**config.mk**
```make
export PLATFORM = sky130hd
export DESIGN_NAME = router_out_fifo
export DESIGN_NICKNAME = d
export VERILOG_FILES = /design/src/rtl/router_out_fifo.sv
export SDC_FILE = /design/constraint.sdc
export NUM_CORES = 1
export LEC_CHECK = 0
export BUFFER_PORTS_ARGS = -buffer_cell sky130_fd_sc_hd__buf_2
export CORE_MARGIN = 1.5
export CORE_UTILIZATION = 60
export DETAILED_ROUTE_END_ITERATION = 6
export PLACE_DENSITY = 0.86
export REMOVE_ABC_BUFFERS = 1
export SYNTH_ARGS = -nofsm -noshare
export SYNTH_HDL_FRONTEND = slang
export SYNTH_SLANG_ARGS = --single-unit
```
**constraint.sdc**
```tcl
create_clock -name clock -period 3.6 [get_ports clock]
set_input_delay 0 -clock clock [delete_from_list [all_inputs] [get_ports clock]]
set_output_delay 0 -clock clock [all_outputs]
set_load 0.01 [all_outputs]
```
**src/rtl/router_out_fifo.sv**
```systemverilog
// router_out_fifo: per-destination output buffer of the 1x3 router.
// Stores header-tagged bytes, presents registered read data, marks the last
// byte of each packet with eop, and flushes itself (soft_reset) when the
// destination leaves data unread for TIMEOUT consecutive cycles.
// The packet length field is data[7:2], so WIDTH must be at least 8.
module router_out_fifo #(
  parameter int DEPTH   = 16,
  parameter int WIDTH   = 8,
  parameter int TIMEOUT = 30
) (
  input  logic             clock,
  input  logic             resetn,
  input  logic             write_enb,
  input  logic             lfd_state,
  input  logic [WIDTH-1:0] data_in,
  input  logic             read_enb,
  output logic [WIDTH-1:0] data_out,
  output logic             valid_out,
  output logic             empty,
  output logic             full,
  output logic             eop,
  output logic             soft_reset
);

  localparam int AW = $clog2(DEPTH);
  localparam int TW = $clog2(TIMEOUT + 1);
  localparam logic [TW-1:0] TLAST = TW'(TIMEOUT - 1);
  localparam logic [AW:0]   PTR_ONE = {{AW{1'b0}}, 1'b1};

  // Storage: bit WIDTH carries the header marker captured at write time.
  logic [WIDTH:0] mem [DEPTH];

  logic [AW:0]      wr_ptr_reg, wr_ptr_next;
  logic [AW:0]      rd_ptr_reg, rd_ptr_next;
  logic [WIDTH-1:0] data_out_reg, data_out_next;
  logic             eop_reg, eop_next;
  logic             soft_reset_reg, soft_reset_next;
  logic [6:0]       pcnt_reg, pcnt_next;
  logic [TW-1:0]    tcnt_reg, tcnt_next;
  logic [WIDTH:0]   rd_word;
  logic             wr_acc, rd_acc;

  // Flags come from the pointer registers only; the extra MSB separates full from empty.
  assign empty     = (wr_ptr_reg == rd_ptr_reg);
  assign full      = (wr_ptr_reg[AW-1:0] == rd_ptr_reg[AW-1:0]) &&
                     (wr_ptr_reg[AW] != rd_ptr_reg[AW]);
  assign valid_out = !empty;
  assign data_out  = data_out_reg;
  assign eop       = eop_reg;
  assign soft_reset = soft_reset_reg;

  // A flush cycle ignores both ports.
  assign wr_acc  = write_enb && !full  && !soft_reset_reg;
  assign rd_acc  = read_enb  && !empty && !soft_reset_reg;
  assign rd_word = mem[rd_ptr_reg[AW-1:0]];

  // Storage write port; contents need no reset since the pointers define validity.
  always_ff @(posedge clock) begin
    if (wr_acc) begin
      mem[wr_ptr_reg[AW-1:0]] <= {lfd_state, data_in};
    end
  end

  // Next-state for pointers, read data, packet framing and the unread-cycle timer.
  always_comb begin
    wr_ptr_next     = wr_ptr_reg;
    rd_ptr_next     = rd_ptr_reg;
    data_out_next   = data_out_reg;
    pcnt_next       = pcnt_reg;
    eop_next        = 1'b0;
    tcnt_next       = '0;
    soft_reset_next = 1'b0;

    if (soft_reset_reg) begin
      // Flush: everything returns to its reset value at the end of this cycle.
      wr_ptr_next   = '0;
      rd_ptr_next   = '0;
      data_out_next = '0;
      pcnt_next     = '0;
    end else begin
      if (wr_acc) begin
        wr_ptr_next = wr_ptr_reg + PTR_ONE;
      end

      if (rd_acc) begin
        rd_ptr_next   = rd_ptr_reg + PTR_ONE;
        data_out_next = rd_word[WIDTH-1:0];
        if (rd_word[WIDTH]) begin
          // Header: payload length plus the trailing parity byte. Reloading
          // here silently abandons any packet that was still in progress.
          pcnt_next = {1'b0, rd_word[7:2]} + 7'd1;
        end else if (pcnt_reg != 7'd0) begin
          pcnt_next = pcnt_reg - 7'd1;
          eop_next  = (pcnt_reg == 7'd1);
        end
      end

      // Timer runs only while data sits unread; the pulse fires on the
      // TIMEOUT-th qualifying cycle and the following flush clears the timer.
      if (!empty && !read_enb) begin
        tcnt_next       = tcnt_reg + TW'(1);
        soft_reset_next = (tcnt_reg == TLAST);
      end
    end
  end

  // State registers with synchronous active-low reset.
  always_ff @(posedge clock) begin
    if (!resetn) begin
      wr_ptr_reg     <= '0;
      rd_ptr_reg     <= '0;
      data_out_reg   <= '0;
      pcnt_reg       <= '0;
      eop_reg        <= 1'b0;
      tcnt_reg       <= '0;
      soft_reset_reg <= 1'b0;
    end else begin
      wr_ptr_reg     <= wr_ptr_next;
      rd_ptr_reg     <= rd_ptr_next;
      data_out_reg   <= data_out_next;
      pcnt_reg       <= pcnt_next;
      eop_reg        <= eop_next;
      tcnt_reg       <= tcnt_next;
      soft_reset_reg <= soft_reset_next;
    end
  end

endmodule
```
==> Flow_metrics.wiki <==
{| class="wikitable"
! Metric !! Value
|-
| Critical Path AT || 3.25 ns
|-
| Pin count of the biggest net entering global routing || 29
|-
| Clk pin slew, worst setup/hold paths || 0.06 ns
|-
| Leak || 0.002889 uW
|-
| Area of the core || 12010 sq um
|-
| Latest clock arrival within the worst-skew pair || 0.43 ns
|-
| Global-route layer with the greatest usage || met2
|-
| Share of the yosys chip area belonging to registers || 0.6833
|-
| Setup Buffers After CTS || 0
|-
| Leading cell types by total area after synthesis || sky130_fd_sc_hd__edfxtp_1 59%, sky130_fd_sc_hd__dfxtp_1 9.8%, sky130_fd_sc_hd__mux4_2 8.8%
|-
| YS warnings || 0
|-
| First-pass GRT wire length || 23260 um
|-
| Met3 Usage GRT || 0.06057
|-
| Proportion of layout cells with a drive suffix above 1 || 0.2211
|-
| Number of sinks driven by the clock tree || 180
|-
| Number of violations reported at the end of detailed-routing iteration 0 || 498
|-
| CTS H-tree depth || 4
|-
| Endpoint required time on the critical path || 3.92 ns
|-
| Critical Path Fanout Max || 17
|-
| Number of flip-flops under the largest register name || 144
|-
| Number of antenna violations at the first check in global routing || 0
|-
| Syn-to-layout area delta || 12.54%
|-
| Ant. Diodes || 0
|-
| Synthesized instance count || 444
|-
| Number of placement rows || 40
|-
| Startpoint-to-endpoint class of the critical path || reg -> reg
|-
| Commonest cells in the synthesized netlist || 144 x sky130_fd_sc_hd__edfxtp_1, 50 x sky130_fd_sc_hd__nor2_1, 36 x sky130_fd_sc_hd__dfxtp_1
|-
| Setup repair after global routing missed its margin || false
|-
| Hpwl dp || 9387 um
|-
| Number of synthesized flops with an enable pin || 144
|-
| Number of input and output port buffers inserted || 25
|-
| Number of nets in the layout || 524
|-
| Total global-route track usage || 0.2547
|-
| Pwr dens || 588.2 nW/um^2
|-
| Synth cell types || 44
|-
| Transition time of the tightest slew-check pin || 1.124 ns
|-
| Most frequently used cell type in the post-synthesis netlist || sky130_fd_sc_hd__edfxtp_1
|-
| Total die area || 12980 sq um
|-
| Largest voltage drop on the vdd net || 0.0004269 V
|-
| Share of synthesized registers carrying an async set or reset || 0
|-
| Count of TritonRoute iterations in the first routing pass || 5
|-
| Initial core utilization || 0.6147
|-
| Wirelength per Cell || 23.35 um
|-
| Part of the cycle the worst path needs || 0.8131
|-
| Met2 capacity usage during global routing || 0.4257
|-
| Clock root cell || sky130_fd_sc_hd__clkbuf_16
|-
| Hold WS || 0.03448 ns
|-
| Fill cell instance count of the final layout || 712
|-
| Tightest slew margin relative to the limit || 0.2505
|-
| Y dimension of the die || 113.9 um
|-
| Time the worst path needs with I/O delays and setup || 2.927 ns
|-
| #FFs+latches synth || 180
|-
| Endpoints failing hold || 0
|-
| Clock Skew || 0.01027 ns
|-
| Wire length reported by the detailed router || 15360 um
|-
| DRC violation count after routing || 0
|-
| Element type at the critical path start || flip-flop
|-
| Routed vias/inst || 6.261
|-
| Maximum operating frequency || 0.3416 GHz
|-
| Synthesized cell area || 7383 sq um
|-
| Outcome || finished clean
|-
| Met1 Resource Use GR || 0.3115
|-
| Mean area per synthesized cell || 16.63 sq um
|-
| Via count of the first global-routing pass || 4164
|-
| Pins over their slew limit || 0
|-
| Worst Setup End Kind || flip-flop
|-
| Final setup violating endpoints || 0
|-
| X dimension of the die || 113.9 um
|-
| Residual overflow from global routing || 0
|-
| Hold Path Class || in -> reg
|-
| Vias || 4120
|-
| Clock tree from TritonCTS || yes
|-
| Cell taking the most area after synthesis || sky130_fd_sc_hd__edfxtp_1
|-
| Prevailing post-synth register cell || sky130_fd_sc_hd__edfxtp_1
|-
| Setup TNS after final layout || 0 ns
|-
| Count of antenna-violating nets left after detailed routing || 0
|-
| # IOs || 26
|-
| Final weighted congestion in routability-driven placement || 0.8285
|-
| Max Buffers Root-to-Sink || 2
|-
| Final design utilization || 0.6918
|-
| Area fraction of the dominant cell type after synthesis || 0.5857
|-
| Number of violations of the max-capacitance limit || 0
|-
| Inserted Clock Buffers || 17
|}
## cells in the final DEF, fill, tap and decap left out, drive strengths merged, types with 2 or more instances in the layout
cell type / n
nor2b: 3
o21ai: 9
mux4: 32
and2: 2
clkinvlp: 2
nor3: 6
nand2: 12
nand2b: 4
a211oi: 5
inv: 10
edfxtp: 144
buf: 47
dfxtp: 36
nand3: 5
ha: 11
or3: 4
xor2: 12
mux2i: 30
a221oi: 8
nor2: 50
clkbuf: 22
nand4: 7
and3: 3
a21o: 2
dlygate4sd3: 10
clkinv: 5
a21oi: 7
and4: 2
xnor2: 9
a22oi: 5
## timing repair
item	in CTS	in global routing
hold buffers	10	0
gates resized for setup	0	0
hold endpoints to repair	149	0
## worst paths after layout
path | to | cells after the start | slack, ns | start
max reg2reg | pcnt_reg[6] | 7 | 0.67 | flip-flop
min reg2reg | data_out[1] | 2 | 0.49 | data_out[1]
max | pcnt_reg[6] | 7 | 0.67 | flip-flop
min | wr_ptr_reg[0] | 4 | 0.03 | write_enb
## critical path, cell delays in order, from the launching register on
cell and delay, ns:
sky130_fd_sc_hd__dfxtp_1 0.86, sky130_fd_sc_hd__nor2b_1 0.38, sky130_fd_sc_hd__a221oi_1 0.18, sky130_fd_sc_hd__a22oi_1 0.26, sky130_fd_sc_hd__o21ai_2 0.22, sky130_fd_sc_hd__and2_4 0.26, sky130_fd_sc_hd__or3_1 0.39, sky130_fd_sc_hd__a221oi_2 0.26
## report_power, final
part,switching (uW),internal (uW)
Clock,705,930
Combinational,455,393
Sequential,85.5,2320
## stage by stage
stage	setup slack (ns)	total power [uW]	instance area, sq um	std cells
3_5_place_dp	0.7662	3267	7702	618
5_1_grt	0.5142	5055	8309	658
2_1_floorplan	0.04452	3046	7227	424
4_1_cts	0.7406	4896	8309	658
6_report	0.6728	4887	8309	658
3_3_place_gp	0.9308	3229	7702	618
## metal layers
| metal | share of wire | routed length (um) | up-vias |
|---|---|---|---|
| met5 | 0 | 0 | - |
| met4 | 0.038 | 581 | 0 |
| met3 | 0.071 | 1098 | 46 |
| met2 | 0.51 | 7801 | 200 |
| met1 | 0.38 | 5883 | 2048 |
| li1 | - | - | 1826 |
## cell type report
| type | instances | area (sq um) | area share |
|---|---|---|---|
| Sequential cell | 180 | 5046 | 0.6073 |
| Multi-Input combinational cell | 234 | 2145 | 0.2581 |
| Clock buffer | 22 | 444.2 | 0.05346 |
| Timing Repair Buffer | 57 | 390.4 | 0.04698 |
| Tap cell | 147 | 183.9 | 0.02214 |
| Clock inverter | 8 | 62.56 | 0.007529 |
| Inverter | 10 | 37.54 | 0.004517 |
## cell families after synthesis
logic type | synth area share
AO/OA/AOI/OAI | 0.04101
XOR/XNOR | 0.02491
adder cells (fa/ha/maj) | 0.01864
buffers and inverters | 0.02627
flip-flops | 0.6833
multiplexers | 0.1413
AND/OR/NAND/NOR | 0.06457
Note: power is estimated with default switching activity, not from simulation.
